File: src/rtl/spike_rate_decoder.sv
// Spike-train rate decoder: counts rising edges per programmable window, hands each
// window's count out on a valid/ready port, and tracks the latest inter-spike interval.
module spike_rate_decoder #(
  parameter int WINDOW_W = 8,
  parameter int COUNT_W  = 8
) (
  input  logic                clk,
  input  logic                rst_n,
  input  logic                ena,
  input  logic                spike_in,
  input  logic [WINDOW_W-1:0] window_len,
  output logic [COUNT_W-1:0]  rate_out,
  output logic                rate_valid,
  input  logic                rate_ready,
  output logic                overrun,
  output logic [7:0]          isi_out,
  output logic                state_dbg
);

  // Handshake: a result transfers on any rising clk edge where rate_valid && rate_ready;
  // rate_out is held while rate_valid is high unless a newer window result replaces it.

  typedef enum logic {IDLE = 1'b0, RUN = 1'b1} state_t;

  state_t                state, state_nxt;
  logic                  spike_q;
  logic                  spike_edge;
  logic [WINDOW_W-1:0]   win_cnt;
  logic [WINDOW_W-1:0]   win_load;
  logic [COUNT_W-1:0]    count;
  logic [COUNT_W:0]      count_sum;
  logic [COUNT_W-1:0]    count_inc;
  logic [7:0]            isi_cnt;
  logic [7:0]            isi_inc;
  logic                  run_active;
  logic                  win_end;

  assign spike_edge = spike_in & ~spike_q;
  assign win_load   = (window_len == '0) ? WINDOW_W'(1) : window_len;
  assign count_sum  = {1'b0, count} + (COUNT_W+1)'(spike_edge);
  assign count_inc  = count_sum[COUNT_W] ? '1 : count_sum[COUNT_W-1:0];
  assign isi_inc    = (isi_cnt == 8'hff) ? 8'hff : isi_cnt + 8'd1;

  always_ff @(posedge clk or negedge rst_n) begin
    if (!rst_n) state <= IDLE;
    else        state <= state_nxt;
  end

  always_comb begin
    state_nxt = state;
    case (state)
      IDLE:    if (ena)  state_nxt = RUN;
      RUN:     if (!ena) state_nxt = IDLE;
      default: state_nxt = IDLE;
    endcase
  end

  always_comb begin
    run_active = (state == RUN) && ena;
    win_end    = run_active && (win_cnt == WINDOW_W'(1));
    state_dbg  = (state == RUN);
  end

  always_ff @(posedge clk or negedge rst_n) begin
    if (!rst_n) spike_q <= 1'b0;
    else        spike_q <= spike_in;
  end

  // Window and spike counters; leaving RUN drops the partial window.
  always_ff @(posedge clk or negedge rst_n) begin
    if (!rst_n) begin
      win_cnt <= '0;
      count   <= '0;
    end else if (state == IDLE) begin
      win_cnt <= ena ? win_load : '0;
      count   <= '0;
    end else if (!ena) begin
      win_cnt <= '0;
      count   <= '0;
    end else if (win_end) begin
      win_cnt <= win_load;
      count   <= '0;
    end else begin
      win_cnt <= win_cnt - WINDOW_W'(1);
      count   <= count_inc;
    end
  end

  // isi_cnt of zero means no edge seen since entering RUN.
  always_ff @(posedge clk or negedge rst_n) begin
    if (!rst_n) begin
      isi_cnt <= '0;
      isi_out <= '0;
    end else if (!run_active) begin
      isi_cnt <= '0;
    end else if (spike_edge) begin
      if (isi_cnt != 8'd0) isi_out <= isi_cnt;
      isi_cnt <= 8'd1;
    end else if (isi_cnt != 8'd0) begin
      isi_cnt <= isi_inc;
    end
  end

  always_ff @(posedge clk or negedge rst_n) begin
    if (!rst_n) begin
      rate_out   <= '0;
      rate_valid <= 1'b0;
    end else if (win_end) begin
      rate_out   <= count_inc;
      rate_valid <= 1'b1;
    end else if (rate_valid && rate_ready) begin
      rate_valid <= 1'b0;
    end
  end

  always_ff @(posedge clk or negedge rst_n) begin
    if (!rst_n)                                     overrun <= 1'b0;
    else if (state == IDLE)                         overrun <= 1'b0;
    else if (win_end && rate_valid && !rate_ready)  overrun <= 1'b1;
  end

endmodule

File: config.mk
export PLATFORM = sky130hd
export DESIGN_NAME = spike_rate_decoder
export DESIGN_NICKNAME = d
export VERILOG_FILES = /design/src/rtl/spike_rate_decoder.sv
export SDC_FILE = /design/constraint.sdc
export NUM_CORES = 1
export LEC_CHECK = 0
export BUFFER_PORTS_ARGS = -buffer_cell sky130_fd_sc_hd__buf_2
export CAP_MARGIN = 20
export CORE_ASPECT_RATIO = 0.6
export CORE_MARGIN = 5
export CORE_UTILIZATION = 44
export DETAILED_ROUTE_END_ITERATION = 16
export MAX_ROUTING_LAYER = met4
export PLACE_DENSITY_LB_ADDON = 0.05
export SLEW_MARGIN = 15
export SYNTH_ARGS = -nofsm -noshare
export SYNTH_HDL_FRONTEND = slang
export SYNTH_SLANG_ARGS = --single-unit
File: constraint.sdc
create_clock -name clk -period 4.9 [get_ports clk]
set_input_delay 0.245 -clock clk [delete_from_list [all_inputs] [get_ports clk]]
set_output_delay 0.245 -clock clk [all_outputs]
set_load 0.1 [all_outputs]
[Yosys cells after proc, flatten, opt, wreduce, memory -nomap -nowiden]
Index checks and enable logic that the tools add are counted.
Word-level totals
  bits in registers: 44
  input port bits: 13
  output and inout bits: 19
  logic and storage cells: 46
Cells by class
  add/sub/neg operators: 3
  equal/unequal tests: 4
  mux-type cells: 18
  bitwise logic cells: 2
  reduce and logical (&&, ||, !) cells: 10
Operator list (number)
  $mux W8: 13
  $add A8 B1 Y9: 1
  $add A8 B1 Y8 const B: 1
  $eq A8 B1 Y1 const B: 1
  $eq A8 B8 Y1 const B: 1
  $logic_not A8 Y1: 1
  $reduce_bool A8 Y1: 1
  $sub A8 B1 Y8 const B: 1
  $logic_and A1 B1 Y1: 5
  $mux W1: 5
  $ne A3 B2 Y1 const B: 1
  $reduce_and A3 Y1: 1
  $ne A2 B1 Y1 const B: 1
  $reduce_bool A2 Y1: 1
  $and A1 B1 Y1: 1
  $logic_not A1 Y1: 1
  $not A1 Y1: 1

[Logic depth before layout (Yosys ltp)]
Gate-level depths: netlist of run 1.
  word-level depth: 7
  gate-level depth with buffers: 9
  depth with buffers taken out: 8

[Least setup slack after synthesis of run 1]
OpenSTA, ideal clock, no wires.
  kind: flip-flop to flip-flop
  start: reg state, in the netlist state_dbg
  end: reg isi_out[0]
  setup time: 0.125 ns
  data arrival time: 1.937 ns
  data required time: 4.775 ns
  setup slack: 2.837 ns
  cell stages (with the launch flop): 4
  buffers on the path: 0
  period minus slack after synthesis: 2.063 ns
  cells stage by stage: dfrtp_1 -> nand2_1 -> nor3_4 -> mux2_2
On the way
  word-level cells in the longest chain between the ends: 2
Ends and longest elaborated chain
  start, declared: RTL line 25  | state_t state, state_nxt;
  start signal, assigned: RTL line 46  | else state <= state_nxt;
  $logic_and A1 B1 Y1: RTL line 59  | run_active = (state == RUN) && ena;
  $reduce_and A3 Y1 (no line)
  end signal, assigned: RTL line 97  | if (isi_cnt != 8'd0) isi_out <= isi_cnt;
  end, declared: RTL line 16  | output logic [7:0] isi_out,
Every way passes these cells.
A chain may end at the register's enable or synchronous reset.

[Worst setup path in the final report of run 1]
  start: reg spike_q
  end: reg rate_out[4]
On the way
  word-level cells in the longest chain between the ends: 4
Ends and longest elaborated chain
  start, declared: RTL line 26  | logic spike_q;
  start signal, assigned: RTL line 66  | else spike_q <= spike_in;
  $not A1 Y1: RTL line 38  | assign spike_edge = spike_in & ~spike_q;
  $and A1 B1 Y1: RTL line 38
  $add A8 B1 Y9: RTL line 40  | assign count_sum = {1'b0, count} + (COUNT_W+1)'(spike_edge);
  $mux W8: RTL line 41  | assign count_inc = count_sum[COUNT_W] ? '1 : count_sum[COUNT_W-1:0];
  end signal, assigned: RTL line 109  | rate_out <= count_inc;
  end, declared: RTL line 12  | output logic [COUNT_W-1:0] rate_out,
Every way passes these cells.

==> results of run 1 <==
## final timing paths
kind,startpoint,endpoint,slack (ps)
setup / recovery,spike_q,rate_out[4],2790
hold / removal,spike_in,spike_q,70
setup reg to reg,spike_q,rate_out[4],2790
hold reg to reg,rate_out[5],rate_out[5],480
max in group asynchronous,rst_n,rate_out[7],3960
min in group asynchronous,rst_n,win_cnt[3],440
## cell type report
| cell class | instances | area (sq um) | share of cell area (%) |
|---|---|---|---|
| sequential | 44 | 1101 | 45.62 |
| multi-input combinational | 135 | 940.9 | 38.98 |
| timing repair buffer | 33 | 185.2 | 7.672 |
| tap | 63 | 78.83 | 3.266 |
| clock buffer | 5 | 68.82 | 2.851 |
| clock inverter | 2 | 12.51 | 0.5184 |
| inverter | 7 | 26.28 | 1.089 |
## power by group
part / internal, uW / switching, uW
Combinational: 32.8 / 71.6
Sequential: 375 / 13.3
Clock: 96.6 / 120
## cells in the final DEF, fill, tap and decap left out, types with 2 or more instances in the layout
cell type	Yosys	routed
xor2_1	5	5
buf_2	2	31
o311a_1	2	2
o2bb2ai_1	4	4
mux2_2	9	9
nor4_1	2	2
nand2b_1	3	3
inv_1	7	7
o21ai_1	4	4
or3_1	2	2
a31oi_1	2	2
nor3_1	6	6
nor2_1	13	13
mux2i_1	3	3
nand2_1	21	21
xnor2_1	7	7
dfrtp_1	44	44
clkbuf_8	0	5
nand4_1	3	3
o211a_1	2	2
nand3_1	7	7
ha_1	6	6
a21o_1	4	4
o21ai_0	5	5
a21oi_1	11	11
## worst max-delay path, stage by stage, from the launching register on
cell and delay, ps:
dfrtp_1 360, nand2b_1 210, inv_1 150, ha_1 180, ha_1 210, nand2_1 120, or3_1 520, a21oi_1 200
a21o_1 100
## state kept, by name, indices dropped and copies added, names as in the netlist
name,cells
rate_out,8
state_dbg,1
rate_valid,1
overrun,1
spike_q,1
count,8
win_cnt,8
isi_cnt,8
isi_out,8
## logic make-up (layout without fill, tap and decap cells)
| group | count (synthesis) | after routing |
|---|---|---|
| and+or+nand+nor | 68 | 68 |
| DFF | 44 | 44 |
| AOI/OAI and AO/OA | 37 | 37 |
| xor gates and xnor gates | 12 | 12 |
| muxes | 12 | 12 |
| buffers and inverters | 11 | 47 |
| adders and majority gates | 6 | 6 |
## routing by layer
metal	track usage [%]	routed length [um]	up-vias	part of all wire (%)
met3	4.520	217	4	4.9
met1	22.25	2370	755	54
met4	3.748	26	0	0.59
met2	21.66	1781	41	41
met5	-	0	-	0
li1	-	-	750	-
## timing repair
item | CTS | global route
hold buffers | 0 | 1
hold endpoints to repair | 0 | 18
setup buffers | 0 | 0
## per-stage QoR
step / cell area (sq um) / hold slack (ps) / util (%) / cells
after floorplan: 2093 / -50.59 / - / 190
after global placement: 2302 / 379.4 / 50.18 / 280
after detailed placement: 2302 / 374.9 / 50.18 / 280
after CTS: 2384 / 67.20 / 51.95 / 287
after global routing: 2414 / 62.75 / 52.60 / 289
final: 2414 / 69.33 / 52.60 / 289
==> flow_summary.yaml, run 1 <==
run_status:
  run_status: "finished, final reports clean"
floorplan:
  die_area_sq_mm: 0.006282
  core_area_sq_mm: 0.004588
  die_w_um: 99.05
  rows: 19
  ios: 32
  die_h_um: 63.43
  initial_core_util_pct: 45.62
synthesis:
  synth_simple_gate_area_share_pct: 17.81
  yosys-top-cells-area: "dfrtp_1 53%, mux2_2 4.8%, nand2_1 3.8%, ha_1 3.6%, xnor2_1 2.9%"
  synth-compound-area-share_pct: 12.25
  synth_ff_type: "dfrtp_1"
  synth_top_family_by_area: "simple AND/OR/NAND/NOR gates"
  synth_edf_count: 0
  synthArstFlopShare_pct: 100.0
  synth_top_area_cell: "dfrtp_1"
  synth.area.mux_share_pct: 6.276
  synth_area_per_cell_sq_um: 11.02
  yosys_warnings: 0
  syn_area_sq_mm: 0.002093
  synth-seq-area-share_pct: 52.60
  syn_inst: 190
  yosys.area_share.adder_pct: 3.586
  synth.distinct_cells: 40
  netlist.area_leader.share_pct: 52.60
  ys_seq_elements: 44
  synth_xor_area_share_pct: 5.021
  synthTopCellsByCount: "44 x dfrtp_1, 21 x nand2_1, 13 x nor2_1"
  synth_most_common_cell: "dfrtp_1"
  synthesis.nets: 209
cells_and_area:
  final_nets: 245
  diodes: 0
  area_delta_synth_final_pct: 15.30
  fillCellCount: 418
  drive_gt1_share_pct: 23.89
placement:
  place.gp.congestion: 0.8069
  hpwl_um: 3298
  io_buffers: 31
  post-place-ws_ps: 2794
cts:
  cts_tree: "yes"
  cts-root-buf: "clkbuf_8"
  clock_path_buffers: 2
  cts_htree_levels: 2
  cts_resized: 0
  clock-sinks: 44
  clk-insertion-delay-late_ps: 290
  clk_pin_slew_worst_paths_ps: 80
  cts_buffers: 5
power:
  p_leak_uw: 0.001182
  max-vdd-ir-drop_v: 0.0001630
  p_per_area_mw_per_mm2: 293.8
  p_total_uw: 709.1
detailed_routing:
  wl_per_cell_um: 15.21
  viasPerCell: 5.363
  wirelength_um: 4396
  drt_iter0_drc: 54
  first_pass_iters: 4
  drc: 0
  drtAntennaViolNets: 0
  vias: 1550
flow_run:
  cap_violations: 0
timing:
  clock_skew_ps: 8.709
  maxSlewHeadroom_pct: 67.80
  rsz0062_at_grt: "false"
  period_needed_ps: 2113
  worst_slack_ps: 2787
  finalCritPeriodShare_pct: 43.11
  worst_pin_slew_ps: 479.3
  setup_viol: 0
  hold_viol: 0
  setup_tns_ps: 0
  slew_violations: 0
  max_freq_ghz: 0.4734
grt:
  antenna_found_initial: 0
  grt_pass1_vias: 1578
  grt_first_pass_wirelength_um: 7631
  grt_overflow: 0
  grt_usage_pct: 15.54
  grt_max_degree: 45
hold_path:
  holdPathStages: 1
  min_path_type: "in2reg"
setup_path:
  startpoint_type: "flip-flop"
  cp.arrival_ps: 2350
  worstPathRequired_ps: 5140
  worstSetupEndpointType: "flip-flop"
  criticalPathCategory: "reg2reg"
  worstRegToRegCells: 8
  cp_max_fo: 8
No activity file was read; power rests on OpenSTA's default activity.
==> run 2, diff against run 1 <==
ABC_AREA = 1   (was default)
clock period = 1.85 ns   (was 4.9 ns; I/O delays follow)
==> run 2 against run 1 <==
Compared with the run above:
- die area rose by 11%
- first-iteration DRC count rose by 24%
- fmax rose by 24%
- final cell count rose by 42%
- synthesized cell count rose by 57%
- power rose to 2.9 times the previous value
- wire length rose by 17%
- utilization rose by 0.59 points
- area after synthesis rose by 12%
- global-route usage rose by 1.1 points
- critical path type unchanged
- critical endpoint unchanged
- largest power group unchanged
==> flow_summary.yaml, run 2 <==
synthesis:
  synthArstFlopShare_pct: 100.0
  synth_simple_gate_area_share_pct: 35.18
  synthTopCellsByCount: "99 x nand2_1, 44 x dfrtp_1, 30 x inv_1"
  yosys_warnings: 0
  netlist.area_leader.share_pct: 46.76
  synth-seq-area-share_pct: 46.76
  synth_top_area_cell: "dfrtp_1"
  synth_xor_area_share_pct: 1.860
  ys_seq_elements: 44
  synth.area.mux_share_pct: 0
  synth_ff_type: "dfrtp_1"
  syn_inst: 299
  syn_area_sq_mm: 0.002355
  yosys-top-cells-area: "dfrtp_1 47%, nand2_1 16%, nand3_1 6.2%, inv_1 4.8%, nor2_1 4.3%"
  synth_area_per_cell_sq_um: 7.875
  synth.distinct_cells: 32
  synth_top_family_by_area: "simple AND/OR/NAND/NOR gates"
  synth_most_common_cell: "nand2_1"
  synthesis.nets: 318
  synth_edf_count: 0
  synth-compound-area-share_pct: 5.207
  yosys.area_share.adder_pct: 3.188
cts:
  clk_pin_slew_worst_paths_ps: 90
  clock_path_buffers: 2
  cts_tree: "yes"
  clock-sinks: 44
  clk-insertion-delay-late_ps: 300
  cts_buffers: 5
  cts_htree_levels: 2
  cts-root-buf: "clkbuf_8"
cells_and_area:
  area_delta_synth_final_pct: 15.89
  drive_gt1_share_pct: 23.03
  final_cell_mix: "98 x nand2_1, 43 x dfrtp_1, 31 x buf_2"
  diodes: 0
  final_nets: 361
  layout_commonest_cell: "nand2_1"
  fin_area_sq_mm: 0.002729
  fillCellCount: 511
power:
  p_per_area_mw_per_mm2: 749.1
  p_leak_uw: 0.001532
  p_total_uw: 2044
  max-vdd-ir-drop_v: 0.0003181
hold_path:
  min_path_type: "in2reg"
detailed_routing:
  drt_iter0_drc: 67
  wl_per_cell_um: 12.57
  drtAntennaViolNets: 0
  vias: 1932
  wirelength_um: 5140
  drc: 0
  viasPerCell: 4.724
  first_pass_iters: 4
floorplan:
  die_h_um: 66.67
  die_w_um: 104.4
  rows: 20
  ios: 32
  core_area_sq_mm: 0.005130
  die_area_sq_mm: 0.006963
  initial_core_util_pct: 45.90
setup_path:
  path_delay_family: "simple AND/OR/NAND/NOR gates"
  startpoint_type: "flip-flop"
  cp_max_fo: 4
  worst_path_max_delay_cell: "dfrtp_1"
  crit_top_cell: "nand2_1"
  path_cells: "nor2_2 > ha_2 > ha_1 > nand2_1 > inv_2 > nand4_1 > buf_4 > nand3_1 > nand2_1 > nand2_1"
  worstPathRequired_ps: 2090
  worstSetupEndpointType: "flip-flop"
  crit_buf_inv: 2
  cp.arrival_ps: 1950
  criticalPathCategory: "reg2reg"
  critPathMaxStageDelay_ps: 430
flow_run:
  cap_violations: 0
placement:
  dpl_cell_area_sq_mm: 0.002590
  io_buffers: 31
  hpwl_um: 3867
  post-place-ws_ps: 84.94
  place.gp.congestion: 0.9352
timing:
  slew_violations: 0
  setup_viol: 0
  max_freq_ghz: 0.5854
  clock_skew_ps: 6.314
  period_needed_ps: 1708
  finalCritPeriodShare_pct: 92.34
  worst_pin_slew_ps: 564.8
  setup_tns_ps: 0
  maxSlewHeadroom_pct: 62.35
  worst_slack_ps: 141.6
  hold_viol: 0
grt:
  antenna_found_initial: 0
  grt_pass1_vias: 1835
  grt_usage_pct: 16.69
  grt_first_pass_wirelength_um: 8963
  grt_overflow: 0
  grt_max_degree: 45
run_status:
  run_status: "finished, final reports clean"
==> run 2: cell count changes in the layout (fill, tap and decap cells not counted), sizes merged, moves of 7 or more <==
| cell | previous run | this run |
|---|---|---|
| a21oi | 11 | 4 |
| inv | 7 | 36 |
| mux2 | 9 | 0 |
| nand2 | 21 | 109 |
| nand3 | 7 | 30 |
| nor2 | 13 | 33 |
==> run 2: report_power, final <==
part	switching (uW)	internal (uW)
Combinational	268	106
Clock	333	304
Sequential	33.5	1000
Total	635	1410
==> run 2: cell families after synthesis <==
kind of cell	Yosys count
buf+inv	41
xor+xnor	5
simple gates	183
compound gates	20
fa+ha+maj	6
flops	44
==> run 2: what timing repair did <==
item                                    in CTS  in global routing
endpoints found under the setup margin       0                 12
hold buffers                                 3                  0
endpoints found under the hold margin       46                  0
gates resized for setup                      0                  3
setup buffers                                0                  1
==> run 2: metrics by stage <==
step,hold WS (ps),util [%],cells
3_3_place_gp,215.0,50.49,397
4_1_cts,20.45,52.90,408
3_5_place_dp,219.4,50.49,397
6_report,25.13,53.20,409
2_1_floorplan,-203.1,-,299
5_1_grt,26.83,53.20,409
==> run 2: worst paths after layout <==
check | from | end | slack, ps | cells past startpoint
min | window_len[4] | win_cnt[4] | 30 | 3
min in group asynchronous | rst_n | win_cnt[4] | 400 | 3
max reg2reg | spike_q | rate_out[4] | 140 | 10
min reg2reg | rate_out[6] | rate_out[6] | 480 | 2
max | spike_q | rate_out[4] | 140 | 10
max in group asynchronous | rst_n | state_dbg | 1040 | 3
==> run 2: final cells by class <==
cell class	count	area [sq um]	area share (%)
flip-flops and latches	44	1102	40.39
multi-input cells	214	1077	39.48
repair buffers	40	230.2	8.436
inverters	37	142.6	5.227
clock buffers	7	86.33	3.164
well taps	66	82.58	3.026
clock inverters	1	7.507	0.2751
==> run 2: tightest hold or removal path, stage by stage <==
cell,delay [ps]
buf_2,100
nand2_1,50
nand2_1,50
==> run 2: layer usage <==
| metal | wire (um) | vias up | track usage, % | share of wire, % |
|---|---|---|---|---|
| met5 | 0 | - | - | 0 |
| met1 | 2871 | 870 | 25.15 | 56 |
| li1 | - | 1023 | - | - |
| met2 | 1986 | 34 | 21.85 | 39 |
| met4 | 32 | 0 | 3.877 | 0.62 |
| met3 | 249 | 5 | 4.453 | 4.8 |
==> run 3, diff against run 2 <==
ABC_AREA = default   (was 1)
SLEW_MARGIN = default   (was 15)
==> run 3 against run 2 <==
Compared with the run above:
- critical path depth rose by 1
- largest cell class unchanged
- sequential share of layout area rose by 2.7 points
- utilization rose by 2.6 points
- hold slack improved by 18 ps
- count of clock-buffer cells in the layout fell by 1
- via count fell by 17%
- clock power fell by 11%
- critical endpoint is now rate_out[6]
==> flow_summary.yaml, run 3 (synthesis gave the netlist of run 1 again) <==
setup_path:
  r2r_start: "spike_q"
  criticalPathCategory: "in2reg"
  worstPathRequired_ps: 2040
  crit_buf_inv: 4
  worst_path_max_delay_cell: "dlygate4sd3_1"
  rrSetupSlack_ps: 110
  cp_max_fo: 4
  crit_top_cell: "ha_1"
  path_cells: "dlygate4sd3_1 > buf_2 > nand2b_4 > inv_2 > ha_1 > ha_1 > nand2_2 > buf_4 > o21ai_0 > a21boi_1 > mux2_2"
  critPathMaxStageDelay_ps: 520
  path_delay_family: "buffers and inverters"
  cp.arrival_ps: 1980
  worstSetupStartpoint: "spike_in"
  worstSetupEndpointType: "flip-flop"
  startpoint_type: "input pin"
timing:
  period_needed_ps: 1788
  clock_skew_ps: 10.71
  setup_viol: 0
  slew_violations: 0
  finalCritPeriodShare_pct: 96.66
  worst_pin_slew_ps: 689.9
  hold_viol: 0
  rsz0062_at_grt: "true"
  maxSlewHeadroom_pct: 54.01
  max_freq_ghz: 0.5592
cts:
  cts_tree: "yes"
  clock-sinks: 44
  clk_pin_slew_worst_paths_ps: 80
  clk-insertion-delay-late_ps: 290
  cts_htree_levels: 2
  clock_path_buffers: 2
  cts-root-buf: "clkbuf_8"
  cts_buffers: 5
floorplan:
  ios: 32
  die_w_um: 99.05
  die_h_um: 63.43
  rows: 19
  core_area_sq_mm: 0.004588
  initial_core_util_pct: 45.62
  die_area_sq_mm: 0.006282
placement:
  place.gp.congestion: 0.8224
  io_buffers: 31
  hpwl_um: 3543
  place_inst: 296
  dpl_cell_area_sq_mm: 0.002431
run_status:
  run_status: "finished, final reports clean"
cells_and_area:
  fin_area_sq_mm: 0.002559
  drive_gt1_share_pct: 30.74
  layout_commonest_cell: "dfrtp_1"
  final_cell_mix: "43 x dfrtp_1, 31 x buf_2, 20 x nand2_1"
  fillCellCount: 402
  final_nets: 263
  area_delta_synth_final_pct: 22.24
  instances_no_fill: 307
  diodes: 0
detailed_routing:
  first_pass_iters: 4
  vias: 1605
  drc: 0
  drt_iter0_drc: 37
  wl_per_cell_um: 15.07
  drtAntennaViolNets: 0
  wirelength_um: 4627
  viasPerCell: 5.228
power:
  p_total_uw: 1891
  p_int_uw: 1351
  swShare_pct: 28.52
  p_leak_uw: 0.001274
  power_frac_comb_pct: 15.8
  p_per_area_mw_per_mm2: 738.9
  max-vdd-ir-drop_v: 0.0003412
  p_switching_uw: 539.2
  seq_power_share_pct: 54.3
  clkPwrFrac_pct: 29.9
grt:
  grt_usage_pct: 16.50
  grt_max_degree: 31
  grt_pass1_vias: 1665
  grt_overflow: 0
  antenna_found_initial: 0
  grt_first_pass_wirelength_um: 8024
flow_run:
  cap_violations: 0
hold_path:
  min_path_type: "in2reg"
  min_from: "window_len[5]"
## run 3: final cells by class
| type | count | area, sq um | area share [%] |
|---|---|---|---|
| repair buffers | 51 | 312.8 | 12.22 |
| inverters | 7 | 26.28 | 1.027 |
| flip-flops and latches | 44 | 1102 | 43.08 |
| multi-input cells | 135 | 960.9 | 37.56 |
| clock inverters | 1 | 5.005 | 0.1956 |
| well taps | 63 | 78.83 | 3.081 |
| clock buffers | 6 | 72.57 | 2.836 |
## run 3: timing repair
item / in CTS / in global routing
setup endpoints to repair: 3 / 12
buffers inserted: 0 / 1
gates resized for setup: 1 / 3
pin swaps: 0 / 1
hold endpoints to repair: 30 / 0
hold buffers: 3 / 0
## run 3: power by group through the flow
stage | registers [uW] | logic [uW] | clock network, uW
6_report | 1030 | 299 | 564
5_1_grt | 1030 | 327 | 634
4_1_cts | 1030 | 301 | 581
3_5_place_dp | 1050 | 295 | 0
3_3_place_gp | 1040 | 286 | 0
2_1_floorplan | 1110 | 136 | 0
## run 3: path summary, 6_finish.rpt
check	end	cells past startpoint
max	rate_out[6]	11
min	win_cnt[5]	2
max reg2reg	rate_out[7]	7
min reg2reg	rate_out[3]	1
max in group asynchronous	rate_out[1]	3
min in group asynchronous	count[6]	2
## run 3: through the flow
step / utilization (%) / hold WS, ps / worst slack [ps] / TNS, ps
floorplan: - / -203.1 / 44.39 / 0
global placement: 52.99 / 157.6 / 64.79 / 0
detailed placement: 52.99 / 168.7 / -16.52 / -16.52
CTS: 55.44 / 33.89 / 53.21 / 0
global route: 55.77 / 38.17 / -21.13 / -41.53
finish: 55.77 / 43.26 / 61.71 / 0
## run 3: per-layer routing
metal	vias to the layer above	track usage, %	routed length, um
li1	786	-	-
met3	5	4.410	252
met4	0	4.089	35
met1	773	23.94	2411
met2	41	22.83	1928
met5	-	-	0
